**src/rtl/fetch_ctrl.sv**
```systemverilog
// fetch_ctrl - pipeline control for the fetch stage.
//
// Detects load-use hazards, holds the front end while data memory is busy,
// turns branches resolved in EXE into a single-cycle fetch redirect with
// flush, and remembers a branch that resolves while memory is busy so it
// can be issued on the first idle cycle. Also provides a memory-wait
// watchdog and saturating stall/flush event counters.
//
// Ports
//   clk_i, rst_ni           clock, asynchronous active-low reset
//   id_valid_i              ID stage holds a real instruction
//   id_src1_i, id_src2_i    ID source registers
//   id_two_src_i            ID instruction reads id_src2_i as a register
//   exe_dest_i              EXE destination register
//   exe_mem_read_i          EXE instruction is a load
//   br_resolve_i            branch in EXE resolved this cycle
//   br_cond_i               resolved branch is taken
//   br_imm_i                word offset relative to current fetch PC
//   mem_busy_i              data memory not ready
//   br_taken_o              fetch selects PC + br_offset_o*4
//   br_offset_o             word offset to fetch (0 when not taken)
//   freeze_o                hold PC and IF/ID
//   flush_o                 clear IF/ID and ID/EXE to NOP
//   id_bubble_o             insert NOP into ID/EXE, hold ID
//   mem_hold_o              freeze EXE/MEM/WB registers
//   mem_timeout_o           sticky watchdog flag
//   stall_cnt_o             saturating count of freeze cycles
//   flush_cnt_o             saturating count of flush cycles
//
// state      | meaning
// -----------+------------------------------------------------------------
// S_RUN      | memory ready; redirects, load-use stalls act normally
// S_MEM_WAIT | memory busy on the previous cycle; wait counter is running

module fetch_ctrl #(
    parameter int unsigned WORD_LEN = 32,
    parameter int unsigned REG_ADDR = 5,
    parameter int unsigned TIMEOUT  = 255
) (
    input  logic                clk_i,
    input  logic                rst_ni,
    input  logic                id_valid_i,
    input  logic [REG_ADDR-1:0] id_src1_i,
    input  logic [REG_ADDR-1:0] id_src2_i,
    input  logic                id_two_src_i,
    input  logic [REG_ADDR-1:0] exe_dest_i,
    input  logic                exe_mem_read_i,
    input  logic                br_resolve_i,
    input  logic                br_cond_i,
    input  logic [WORD_LEN-1:0] br_imm_i,
    input  logic                mem_busy_i,
    output logic                br_taken_o,
    output logic [WORD_LEN-1:0] br_offset_o,
    output logic                freeze_o,
    output logic                flush_o,
    output logic                id_bubble_o,
    output logic                mem_hold_o,
    output logic                mem_timeout_o,
    output logic [15:0]         stall_cnt_o,
    output logic [15:0]         flush_cnt_o
);

    typedef enum logic {
        S_RUN      = 1'b0,
        S_MEM_WAIT = 1'b1
    } state_e;

    localparam logic [15:0] WAIT_LIM = 16'(TIMEOUT);
    localparam logic [15:0] WAIT_PRE = 16'(TIMEOUT - 1);
    localparam logic [15:0] CNT_MAX  = 16'hFFFF;

    state_e                state_q, state_d;
    logic                  pend_v_q, pend_v_d;
    logic [WORD_LEN-1:0]   pend_off_q, pend_off_d;
    logic [15:0]           wait_cnt_q, wait_cnt_d;
    logic                  timeout_q, timeout_d;
    logic [15:0]           stall_cnt_q, stall_cnt_d;
    logic [15:0]           flush_cnt_q, flush_cnt_d;

    logic lu;
    logic bl;

    assign lu = id_valid_i & exe_mem_read_i & (exe_dest_i != '0)
              & ((exe_dest_i == id_src1_i) | (id_two_src_i & (exe_dest_i == id_src2_i)));
    assign bl = br_resolve_i & br_cond_i;

    // State register
    always_ff @(posedge clk_i or negedge rst_ni) begin
        if (!rst_ni) begin
            state_q     <= S_RUN;
            pend_v_q    <= 1'b0;
            pend_off_q  <= '0;
            wait_cnt_q  <= '0;
            timeout_q   <= 1'b0;
            stall_cnt_q <= '0;
            flush_cnt_q <= '0;
        end else begin
            state_q     <= state_d;
            pend_v_q    <= pend_v_d;
            pend_off_q  <= pend_off_d;
            wait_cnt_q  <= wait_cnt_d;
            timeout_q   <= timeout_d;
            stall_cnt_q <= stall_cnt_d;
            flush_cnt_q <= flush_cnt_d;
        end
    end

    // Next-state logic
    always_comb begin
        state_d     = state_q;
        pend_v_d    = pend_v_q;
        pend_off_d  = pend_off_q;
        wait_cnt_d  = wait_cnt_q;
        timeout_d   = timeout_q;
        stall_cnt_d = stall_cnt_q;
        flush_cnt_d = flush_cnt_q;

        if (mem_busy_i) begin
            state_d = S_MEM_WAIT;
            // Frozen EXE keeps presenting the same branch, so recapturing is harmless.
            if (bl) begin
                pend_v_d   = 1'b1;
                pend_off_d = br_imm_i;
            end
            if (wait_cnt_q != WAIT_LIM) begin
                wait_cnt_d = wait_cnt_q + 16'd1;
            end
            if (wait_cnt_q >= WAIT_PRE) begin
                timeout_d = 1'b1;
            end
        end else begin
            state_d = S_RUN;
            // Any redirect this cycle consumes the pending branch.
            pend_v_d = 1'b0;
            if (state_q == S_MEM_WAIT) begin
                wait_cnt_d = '0;
            end
        end

        if (freeze_o && (stall_cnt_q != CNT_MAX)) begin
            stall_cnt_d = stall_cnt_q + 16'd1;
        end
        if (flush_o && (flush_cnt_q != CNT_MAX)) begin
            flush_cnt_d = flush_cnt_q + 16'd1;
        end
    end

    // Output logic; everything is held at zero while reset is asserted.
    always_comb begin
        br_taken_o  = 1'b0;
        br_offset_o = '0;
        freeze_o    = 1'b0;
        flush_o     = 1'b0;
        id_bubble_o = 1'b0;
        mem_hold_o  = 1'b0;
        if (rst_ni) begin
            if (mem_busy_i) begin
                freeze_o   = 1'b1;
                mem_hold_o = 1'b1;
            end else if (bl || pend_v_q) begin
                // Live branch wins; it squashes the ID instruction so load-use is moot.
                br_taken_o  = 1'b1;
                flush_o     = 1'b1;
                br_offset_o = bl ? br_imm_i : pend_off_q;
            end else if (lu) begin
                freeze_o    = 1'b1;
                id_bubble_o = 1'b1;
            end
        end
    end

    assign mem_timeout_o = rst_ni & timeout_q;
    assign stall_cnt_o   = rst_ni ? stall_cnt_q : 16'd0;
    assign flush_cnt_o   = rst_ni ? flush_cnt_q : 16'd0;

endmodule

```
**config.mk**
```make
export PLATFORM = sky130hd
export DESIGN_NAME = fetch_ctrl
export DESIGN_NICKNAME = d
export VERILOG_FILES = /design/src/rtl/fetch_ctrl.sv
export SDC_FILE = /design/constraint.sdc
export NUM_CORES = 1
export LEC_CHECK = 0
export ABC_CLOCK_PERIOD_IN_PS = 1980
export CAP_MARGIN = 20
export CORE_MARGIN = 8
export CORE_UTILIZATION = 31
export DETAILED_ROUTE_END_ITERATION = 7
export SYNTH_ARGS = -nofsm -noshare
export SYNTH_HDL_FRONTEND = slang
export SYNTH_SLANG_ARGS = --single-unit
```
**constraint.sdc**
```tcl
create_clock -name clk_i -period 1.98 [get_ports clk_i]
set_clock_uncertainty 0.15 [all_clocks]
set_input_delay 0.396 -clock clk_i [delete_from_list [all_inputs] [get_ports clk_i]]
set_output_delay 0.396 -clock clk_i [all_outputs]
set_load 0.05 [all_outputs]
```
==> metrics.md, run 1 <==
| Metric | Value |
|---|---|
| Pin count of the biggest net entering global routing | `52` |
| Final-report max-slew violation count | `0` |
| Die area | `18630 um2` |
| Period utilization | `103.0%` |
| Top cell type by total area after synthesis | `dfrtp_1` |
| Root Driver | `clkbuf_16` |
| PwrDens | `~700 nW/um2` |
| Area grow syn2layout | `79.38%` |
| CTS tree | `yes` |
| Count leader, synth | `nand2_1` |
| Setup ws final | `-0.06002 ns` |
| Die W | `roughly 140 um` |
| LEAKAGE | `about 3.4 nW` |
| Die H | `between 100 and 150 um` |
| GR Overflow Total | `0` |
| Drt pass-1 iters | `4` |
| Adder-cell share of the synthesized area | `under 10%` |
| Setup Viol. Count Final | `35` |
| Mux cell area share after synthesis | `8.755%` |
| Max Freq | `between 400 and 500 MHz` |
| Fill cells | `about 1200` |
| Max_slew headroom | `55.80%` |
| Core area | `14370 um2` |
| Most common library cells after synthesis | `87 x nand2_1, 83 x dfrtp_1, 40 x xnor2_1, 37 x and2_1, 35 x mux2_2` |
| RSZ-0062 raised after global routing | `yes` |
| Initial antenna violation count | `0` |
| Max cap viols | `0` |
| Longest Clk Path Bufs | `2` |
| Via Count | `about 4000` |
| Share of layout cells above drive strength 1 | `about two fifths` |
| Port bufs | `about 120` |
| Top post-synthesis cells by area | `dfrtp_1 46%, mux2_2 8.8%, xnor2_1 7.8%` |
| Post-DR wirelength/cell | `15.87 um` |
| Post-Synth Simple-Gate Area | `25.10%` |
| Total clock sinks | `83` |
| Synth Warn # | `0` |
| Final ANT Viol Nets | `0` |
| CTS Buf Count | `9` |
| Mapped Avg Cell Area | `9.418 um2` |
| Worst Hold Class | `in -> reg` |
| Fin. Hold Viols | `0` |
| H-Tree Depth | `3` |
| # diodes | `0` |
| Post-synthesis async set-or-reset flop share | `between 90% and 100%` |
| Crit path DAT | `1.49 ns` |
| Failing checks | `negative setup slack` |
| Max FO, Critical Path | `5` |
| Status | `complete, but fails checks` |
| Syn Inst Count | `roughly 480` |
| Flops & latches, synth | `83` |
| Hold Slack | `around 0.23 ns` |
| Initial core utilization | `around 31%` |
| Syn nets | `about 540` |
| Post-Route WL | `roughly 13000 um` |
| Slew @ Worst Pin | `between 0.6 and 0.7 ns` |
| CP Data Required Time | `1.43 ns` |
| Layout Nets | `a little over 700` |
| Startpoint types | `primary input` |
| Yosys cell types | `39` |
| CP Capture Type | `output pin` |
| Clock-pin slew on the worst setup and hold paths | `0.06 ns` |
| DRC violation count after routing | `0` |
| DP HPWL | `about 9600 um` |
| Gpl congestion | `between 0.8 and 0.9` |
| Worst VDD drop | `around 0.68 mV` |
| Initial DRC Count | `172` |
| Vias per inst | `4.810` |
| Vias in the first global route | `~4400` |
| Post-synthesis compound-gate area fraction | `6.392%` |
| Share of the synthesized area in the top cell type | `around 46%` |
| Post-synth EDFFs | `0` |
| Most used DFF post-synth | `dfrtp_1` |
| Critical path class | `in -> out` |
| Pre-CTS WS | `-0.5218 ns` |
| Global Route Usage Sum | `approximately 15%` |
| Mapped Area | `approximately 4500 um2` |
| Worst skew pair latency | `approximately 0.34 ns` |
| Min Clock Period, post-route | `between 2 and 2.5 ns` |
| First-pass GRT wire length | `approximately 22000 um` |
| Register area share after synthesis | `46.14%` |
| Synth Area in XOR/XNOR | `under 10%` |
| Combinational family with the most area after synthesis | `simple AND/OR/NAND/NOR gates` |
| Row count | `44` |
| # IOs | `around 130` |
-- report_power, final --
group / internal (mW) / leakage [nW] / switching (mW)
clock network: 1.10 / 0.156 / 0.677
registers: 1.95 / 1.06 / 0.202
logic: 0.866 / 2.15 / 0.884
-- metal layers --
metal	share of wire [%]	vias up	track usage, %
li1	-	1975	-
met1	40	2005	17.12
met2	51	83	25.06
met3	6.5	16	4.736
met4	1.7	0	4.759
met5	0	-	0
-- worst max-delay path: stages --
cell and delay, ns:
buf_6 0.09, and2_4 0.17, buf_4 0.13, nor3_2 0.21, buf_4 0.16, nand3_4 0.08
nor2_4 0.10, buf_8 0.15
-- cells by family (layout without fill, tap and decap cells) --
group                    count (synthesis)  in the layout
XOR/XNOR                                51             51
adder cells (fa/ha/maj)                  4              4
multiplexers                            35             35
buffers and inverters                   29            215
AO/OA/AOI/OAI                           48             48
flip-flops                              83             83
AND/OR/NAND/NOR                        228            228
-- cell type report --
cell class,count,area [um2],share of cell area [%]
inverter,8,33.78,0.4183
clock buffer,10,229.0,2.835
tap,184,230.2,2.851
multi-input combinational,366,2851,35.31
timing repair buffer,191,2572,31.86
clock inverter,6,80.08,0.9916
sequential,83,2078,25.74
-- cell usage in the layout, fill, tap and decap left out, types with 6 or more instances in the layout --
master	synthesis	routed
buf_12	0	75
nor3_1	11	7
and2_1	37	35
clkdlybuf4s15_1	0	7
xor2_1	11	11
nor2_1	28	27
a21oi_4	0	32
dfrtp_1	83	82
nand4_1	9	9
buf_6	0	8
inv_1	8	7
xnor2_1	40	35
and3_1	6	6
clkdlybuf4s50_1	0	33
nand2_1	87	85
buf_4	1	48
nand3_1	31	26
mux2_2	35	35
clkbuf_16	0	9
-- flip-flops by register name, indices dropped and copies added, names as in the netlist --
signal	flops
flush_cnt_q	16
pend_off_q	32
pend_v_q	1
stall_cnt_q	16
state_q	1
timeout_q	1
wait_cnt_q	16
-- worst paths after layout --
path,startpoint,endpoint,slack (ns),cells after the start
worst min register to register,timeout_q,timeout_q,0.33,1
worst max-delay path,br_cond_i,id_bubble_o,-0.06,8
max in group asynchronous,rst_ni,flush_cnt_q[15],0.44,3
worst min-delay path,mem_busy_i,state_q,0.23,2
worst max register to register,stall_cnt_q[1],stall_cnt_q[1],0.10,6
min in group asynchronous,rst_ni,flush_cnt_q[13],0.39,3
-- repair_timing --
item                                   in CTS  in global routing
gates cloned                                2                  0
gates resized for setup                    79                 29
pin swaps                                  25                 18
setup endpoints to repair                  76                 60
setup buffers                              11                  6
hold buffers                                3                  0
endpoints found under the hold margin      24                  0
-- per-stage QoR --
stage | setup TNS, ns | util (%) | cells | total power [mW] | area [um2]
after floorplan | -0.9333 | - | 478 | 3.035 | 4850
after global placement | -41.97 | 50.78 | 811 | 3.791 | 7297
after detailed placement | -43.25 | 50.78 | 811 | 3.831 | 7297
after CTS | -2.098 | 55.29 | 842 | 5.700 | 7945
after global routing | -3.115 | 56.20 | 848 | 5.931 | 8075
final | -1.367 | 56.20 | 848 | 5.671 | 8075
Power figures use the tool's default switching activity.
==> inputs of run 2 (changes only) <==
--- a/config.mk
+++ b/config.mk
@@ -9,6 +9,7 @@
 export CAP_MARGIN = 20
 export CORE_MARGIN = 8
 export CORE_UTILIZATION = 31
+export CTS_BUF_LIST = sky130_fd_sc_hd__clkbuf_8 sky130_fd_sc_hd__clkbuf_16
 export DETAILED_ROUTE_END_ITERATION = 7
 export SYNTH_ARGS = -nofsm -noshare
 export SYNTH_HDL_FRONTEND = slang
==> run 2 against run 1 <==
Net effect: the run still ends with negative setup slack left; clock power about the same; via count about the same; worst hold slack lost 0.0011 ns; wire length shrank 0.10%; sequential cell count stayed put; non-clock buffer count unchanged; design area unchanged; global-route usage unchanged; combinational power is essentially flat; largest power group unchanged.
==> metrics.md, run 2 (synthesis gave the netlist of run 1 again) <==
| Metric | Value |
|---|---|
| Most common cell after layout, fill and taps aside | `nand2_1` |
| Worst path max stage delay | `0.21 ns (about the same)` |
| Failing checks | `negative setup slack` |
| CP Capture Type | `output pin` |
| Critical path class | `in -> out` |
| # IOs | `125 (unchanged)` |
| Core area | `14370 um2 (unchanged)` |
| Port bufs | `124 (unchanged)` |
| Fin. Hold Viols | `0 (unchanged)` |
| Max FO, Critical Path | `5 (unchanged)` |
| Worst Hold Class | `in -> reg` |
| Fill cells | `1217 (unchanged)` |
| Final ANT Viol Nets | `0 (unchanged)` |
| # diodes | `0 (unchanged)` |
| Crit path buffers/inverters | `4 (unchanged)` |
| Setup Viol. Count Final | `36 (+2.9%)` |
| Max_slew headroom | `55.80% (unchanged)` |
| Met3 WL | `884 um (+1.3%)` |
| CTS tree | `yes` |
| Max cap viols | `0 (unchanged)` |
| Drt pass-1 iters | `4 (unchanged)` |
| Global Route Usage Sum | `14.70% (unchanged)` |
| Final Cell Area | `8075 um2 (unchanged)` |
| CP cell instances | `buf_6, and2_4, buf_4, nor3_2, buf_4, nand3_4, nor2_4, buf_8` |
| Placed Area | `7297 um2 (unchanged)` |
| Die area | `18630 um2 (unchanged)` |
| Crit-path most repeated cell | `buf_4` |
| Worst VDD drop | `0.6782 mV (about the same)` |
| Initial DRC Count | `171 (-0.58%)` |
| Power share of the sequential group | `37.9% (about the same)` |
| Vias in the first global route | `4411 (unchanged)` |
| Pin count of the biggest net entering global routing | `52 (unchanged)` |
| Gpl congestion | `0.8226 (unchanged)` |
| Power Internal | `3.903 mW (-0.13%)` |
| Switching share of power | `31.12% (+0.032 points)` |
| Max reg flops | `32 (unchanged)` |
| Met2 WL | `6893 um (-0.10%)` |
| Min Clock Period, post-route | `2.041 ns (+0.0005047 ns)` |
| Uppermost layer routed | `met4` |
| Initial antenna violation count | `0 (unchanged)` |
| CP delay by family, top | `simple AND/OR/NAND/NOR gates` |
| Period utilization | `103.1% (about the same)` |
| Startpoint types | `primary input` |
| Final setup TNS | `-1.378 ns (-0.01143 ns)` |
| Via Count | `4081 (+0.049%)` |
| Area grow syn2layout | `79.38% (unchanged)` |
| Die W | `136.5 um (unchanged)` |
| GR Overflow Total | `0 (unchanged)` |
| Root Driver | `clkbuf_16` |
| CTS Buf Count | `9 (unchanged)` |
| Reg-to-reg slack, setup | `0.10 ns (about the same)` |
| Total clock sinks | `83 (unchanged)` |
| DP HPWL | `9574 um (unchanged)` |
| RSZ-0062 raised after global routing | `yes` |
| Final-report max-slew violation count | `0 (unchanged)` |
| Clock-pin slew on the worst setup and hold paths | `0.06 ns (about the same)` |
| Pwr Total | `5.666 mW (about the same)` |
| Layout Cells excl Fill | `848 (unchanged)` |
| Slew @ Worst Pin | `0.6608 ns (unchanged)` |
| Die H | `136.5 um (unchanged)` |
| Row count | `44 (unchanged)` |
| Inst Count DP | `811 (unchanged)` |
| PwrDens | `701.6 nW/um2 (about the same)` |
| Initial core utilization | `31.33% (unchanged)` |
| Max Freq | `490.1 MHz (about the same)` |
| DRC violation count after routing | `0 (unchanged)` |
| Slowest stage cell, crit path | `nor3_2` |
| Post-Route WL | `13440 um (-0.10%)` |
| Share of layout cells above drive strength 1 | `39.31% (unchanged)` |
| LEAKAGE | `3.371 nW (+0.12%)` |
| Met1 WL | `5430 um (-0.33%)` |
| Worst skew pair latency | `0.34 ns (about the same)` |
| H-Tree Depth | `3 (unchanged)` |
| Vias per inst | `4.813 (about the same)` |
| Setup ws final | `-0.06053 ns (-0.0005047 ns)` |
| Crit path DAT | `1.49 ns (about the same)` |
| Status | `complete, but fails checks` |
| CP Data Required Time | `1.43 ns (about the same)` |
| Comb power frac | `30.9% (about the same)` |
| Most frequent cells in the layout | `85 x nand2_1, 82 x dfrtp_1, 75 x buf_12` |
| Longest Clk Path Bufs | `2 (unchanged)` |
| Layout Nets | `718 (unchanged)` |
| Clock Power Share | `31.2% (about the same)` |
| Switching power | `1.763 mW (about the same)` |
| First-pass GRT wire length | `21980 um (unchanged)` |
| Post-DR wirelength/cell | `15.85 um (-0.10%)` |
| Most flops, register | `pend_off_q` |
## run 2: changes by cell type in the layout (fill, tap and decap cells not counted)
cell,previous run,this run
clkbuf_1,1,0
inv_1,7,8
## run 2: through the flow
stage	setup WS (ns)	util (%)	hold slack, ns
after detailed placement	-0.5218	50.78	0.3069
after floorplan	-0.1429	-	-0.04959
final	-0.06053	56.20	0.2264
after global routing	-0.1083	56.20	0.2182
after global placement	-0.5270	50.78	0.2871
after CTS	-0.1214	55.29	0.2797
## run 2: per-layer routing
metal  vias up  track usage (%)
met3        16            4.736
met5         -                0
met4         0            4.759
li1       1977                -
met2        86            25.06
met1      2002            17.12
## run 2: timing repair
action | in CTS | in global routing
pin swaps | 25 | 18
setup endpoints to repair | 76 | 60
setup buffers | 11 | 6
hold endpoints to repair | 24 | 0
cloned | 2 | 0
hold buffers | 3 | 0
resized for setup | 79 | 29
## run 2: layout make-up
class                      count  area, um2  share of cell area [%]
clock inverter                 7      83.83                   1.038
multi-input combinational    366       2851                   35.31
sequential                    83       2078                   25.74
clock buffer                   9      225.2                   2.789
timing repair buffer         191       2572                   31.86
inverter                       8      33.78                  0.4183
tap                          184      230.2                   2.851
## run 2: final timing paths
path                                startpoint              end  cells past startpoint
worst max-delay path                 br_cond_i      id_bubble_o                      8
worst min-delay path                mem_busy_i          state_q                      2
worst max register to register  stall_cnt_q[1]   stall_cnt_q[1]                      6
worst min register to register       timeout_q        timeout_q                      1
max in group asynchronous               rst_ni  flush_cnt_q[15]                      3
min in group asynchronous               rst_ni  flush_cnt_q[13]                      3
## run 2: power groups by stage
stage                     Combinational [mW]  Sequential (mW)  Clock [mW]
after global placement                  1.63             2.16           0
after CTS                               1.74             2.14        1.82
after detailed placement                1.66             2.17           0
final                                   1.75             2.15        1.77
after floorplan                        0.908             2.13           0
after global routing                    1.87             2.18        1.88
==> inputs of run 3 (changes only) <==
--- a/config.mk
+++ b/config.mk
@@ -5,7 +5,7 @@
 export SDC_FILE = /design/constraint.sdc
 export NUM_CORES = 1
 export LEC_CHECK = 0
-export ABC_CLOCK_PERIOD_IN_PS = 1980
+export ABC_CLOCK_PERIOD_IN_PS = 2040
 export CAP_MARGIN = 20
 export CORE_MARGIN = 8
 export CORE_UTILIZATION = 31
==> constraint.sdc (replaced) <==
create_clock -name clk_i -period 2.04 [get_ports clk_i]
set_clock_uncertainty 0.15 [all_clocks]
set_input_delay 0.408 -clock clk_i [delete_from_list [all_inputs] [get_ports clk_i]]
set_output_delay 0.408 -clock clk_i [all_outputs]
set_load 0.05 [all_outputs]
==> run 3 against run 2 <==
Net effect: the run still ends with negative setup slack left; first-iteration DRC count is 19% higher; design area down 4.9%; largest cell class unchanged; critical endpoint is now br_offset_o[21]; final cell count down 1.5%; power is 7.3% lower; via count is 1.5% lower.
==> metrics.md, run 3 (synthesis gave the netlist of run 1 again) <==
| Metric | Value |
|---|---|
| Min Clock Period, post-route | `approximately 2.1 ns` |
| Post-Route WL | `13340 um (-0.79%)` |
| Slew @ Worst Pin | `0.7840 ns (+0.1232 ns)` |
| RSZ-0062 raised after global routing | `yes` |
| Crit path DAT | `1.50 ns (about the same)` |
| CTS tree | `yes` |
| Most common cell after layout, fill and taps aside | `nand2_1` |
| DRC violation count after routing | `0 (unchanged)` |
| DP HPWL | `9956 um (+4.0%)` |
| # diodes | `0 (unchanged)` |
| First-pass GRT wire length | `21240 um (-3.4%)` |
| Drt pass-1 iters | `6 (+2)` |
| Die W | `136.5 um (unchanged)` |
| Hold Slack | `0.1461 ns (-0.08031 ns)` |
| Startpoint types | `flip-flop` |
| Max reg flops | `32 (unchanged)` |
| Worst path max stage delay | `0.44 ns (+0.23 ns)` |
| H-Tree Depth | `3 (unchanged)` |
| Initial antenna violation count | `0 (unchanged)` |
| Final ANT Viol Nets | `0 (unchanged)` |
| Pin count of the biggest net entering global routing | `33 (-37%)` |
| CP Data Required Time | `1.48 ns (+0.05 ns)` |
| Worst Hold Class | `in -> async` |
| Share of layout cells above drive strength 1 | `38.10% (-1.2 points)` |
| Row count | `44 (unchanged)` |
| CP cell instances | `o21ai_4, buf_12, buf_12, a21oi_4, buf_12` |
| Period utilization | `101.0%` |
| CP delay by family, top | `buffers and inverters` |
| Initial core utilization | `31.33% (unchanged)` |
| Fin. Hold Viols | `0 (unchanged)` |
| Crit path buffers/inverters | `3 (-1)` |
| Critical path class | `reg -> out` |
| Die H | `136.5 um (unchanged)` |
| Final-report max-slew violation count | `0 (unchanged)` |
| Crit-path most repeated cell | `buf_12` |
| Clock-pin slew on the worst setup and hold paths | `0.06 ns (about the same)` |
| Global Route Usage Sum | `14.37% (-0.33 points)` |
| Core area | `14370 um2 (unchanged)` |
| # IOs | `125 (unchanged)` |
| CP Capture Type | `output pin` |
| PwrDens | `684.3 nW/um2 (-2.5%)` |
| Post-DR wirelength/cell | `15.97 um (+0.76%)` |
| Final setup TNS | `-0.1120 ns (+1.266 ns)` |
| Failing checks | `negative setup slack` |
| Total clock sinks | `83 (unchanged)` |
| Longest Clk Path Bufs | `2 (unchanged)` |
| Setup ws final | `-0.01997 ns (+0.04055 ns)` |
| Worst VDD drop | `0.3239 mV (-52%)` |
| Root Driver | `clkbuf_16` |
| Initial DRC Count | `204 (+19%)` |
| Max FO, Critical Path | `8 (+3)` |
| Area grow syn2layout | `70.51%` |
| Max Freq | `485.4 MHz` |
| Via Count | `4018 (-1.5%)` |
| Status | `complete, but fails checks` |
| Most flops, register | `pend_off_q` |
| CTS Buf Count | `9 (unchanged)` |
| Slowest stage cell, crit path | `dfrtp_2` |
| Gpl congestion | `0.8454 (+2.8%)` |
| Die area | `18630 um2 (unchanged)` |
| Fill cells | `1244 (+2.2%)` |
| Max_slew headroom | `47.56% (-8.2 points)` |
| Vias per inst | `4.812 (about the same)` |
| Layout Nets | `705 (-1.8%)` |
| Vias in the first global route | `4202 (-4.7%)` |
| GR Overflow Total | `0 (unchanged)` |
| Worst skew pair latency | `0.34 ns (about the same)` |
| Setup Viol. Count Final | `8 (-78%)` |
| Port bufs | `124 (unchanged)` |
| Most frequent cells in the layout | `87 x nand2_1, 82 x dfrtp_1, 75 x buf_12` |
| Max cap viols | `0 (unchanged)` |
| LEAKAGE | `3.248 nW (-3.6%)` |
-- run 3: what timing repair did --
action,4_1_cts,5_1_grt
gates resized for setup,97,20
cloned,1,0
hold buffers,3,0
setup buffers,3,1
endpoints found under the setup margin,65,51
endpoints found under the hold margin,40,0
pin swaps,23,14
-- run 3: layout make-up --
| class | count | area, um2 | area share, % |
|---|---|---|---|
| Sequential cell | 83 | 2078 | 27.07 |
| Clock buffer | 10 | 239.0 | 3.113 |
| Timing Repair Buffer | 178 | 2359 | 30.73 |
| Inverter | 8 | 30.03 | 0.3912 |
| Tap cell | 184 | 230.2 | 2.999 |
| Multi-Input combinational cell | 366 | 2700 | 35.18 |
| Clock inverter | 6 | 40.04 | 0.5216 |
-- run 3: worst register-to-register path: stages (launching register included) --
cell	delay (ns)
dfrtp_2	0.42
o21ai_4	0.09
bufbuf_16	0.28
buf_4	0.13
a41oi_4	0.22
nand3_2	0.18
nor3_1	0.22
xor2_1	0.18
-- run 3: through the flow --
| stage | setup WS (ns) | power, mW | area, um2 | utilization (%) | cells |
|---|---|---|---|---|---|
| after CTS | -0.03185 | 5.307 | 7639 | 53.16 | 834 |
| after global routing | -0.08149 | 5.515 | 7676 | 53.42 | 835 |
| after detailed placement | -0.5078 | 3.714 | 7137 | 49.67 | 812 |
| final | -0.01997 | 5.253 | 7676 | 53.42 | 835 |
| after floorplan | -0.1813 | 2.878 | 4618 | - | 478 |
| after global placement | -0.4908 | 3.671 | 7137 | 49.67 | 812 |
-- run 3: final timing paths --
check / from / to / slack [ns] / cells after the start
worst min-delay path: rst_ni / pend_off_q[1] / 0.15 / 3
worst min register to register: timeout_q / timeout_q / 0.33 / 1
max in group asynchronous: rst_ni / stall_cnt_q[1] / 0.46 / 3
worst max register to register: pend_v_q / flush_cnt_q[15] / 0.11 / 7
worst max-delay path: pend_v_q / br_offset_o[21] / -0.02 / 5
min in group clk_i: mem_busy_i / state_q / 0.28 / 2
-- run 3: per-layer routing --
| layer | routed length, um | GRT usage (%) |
|---|---|---|
| met1 | 5341 | 17.06 |
| met2 | 6930 | 23.84 |
| met3 | 705 | 3.561 |
| met4 | 359 | 7.016 |
| met5 | 0 | 0 |
-- run 3: report_power, final --
| part | internal (mW) | switching (mW) |
|---|---|---|
| clock network | 0.855 | 0.669 |
| registers | 1.89 | 0.188 |
| logic | 0.814 | 0.838 |
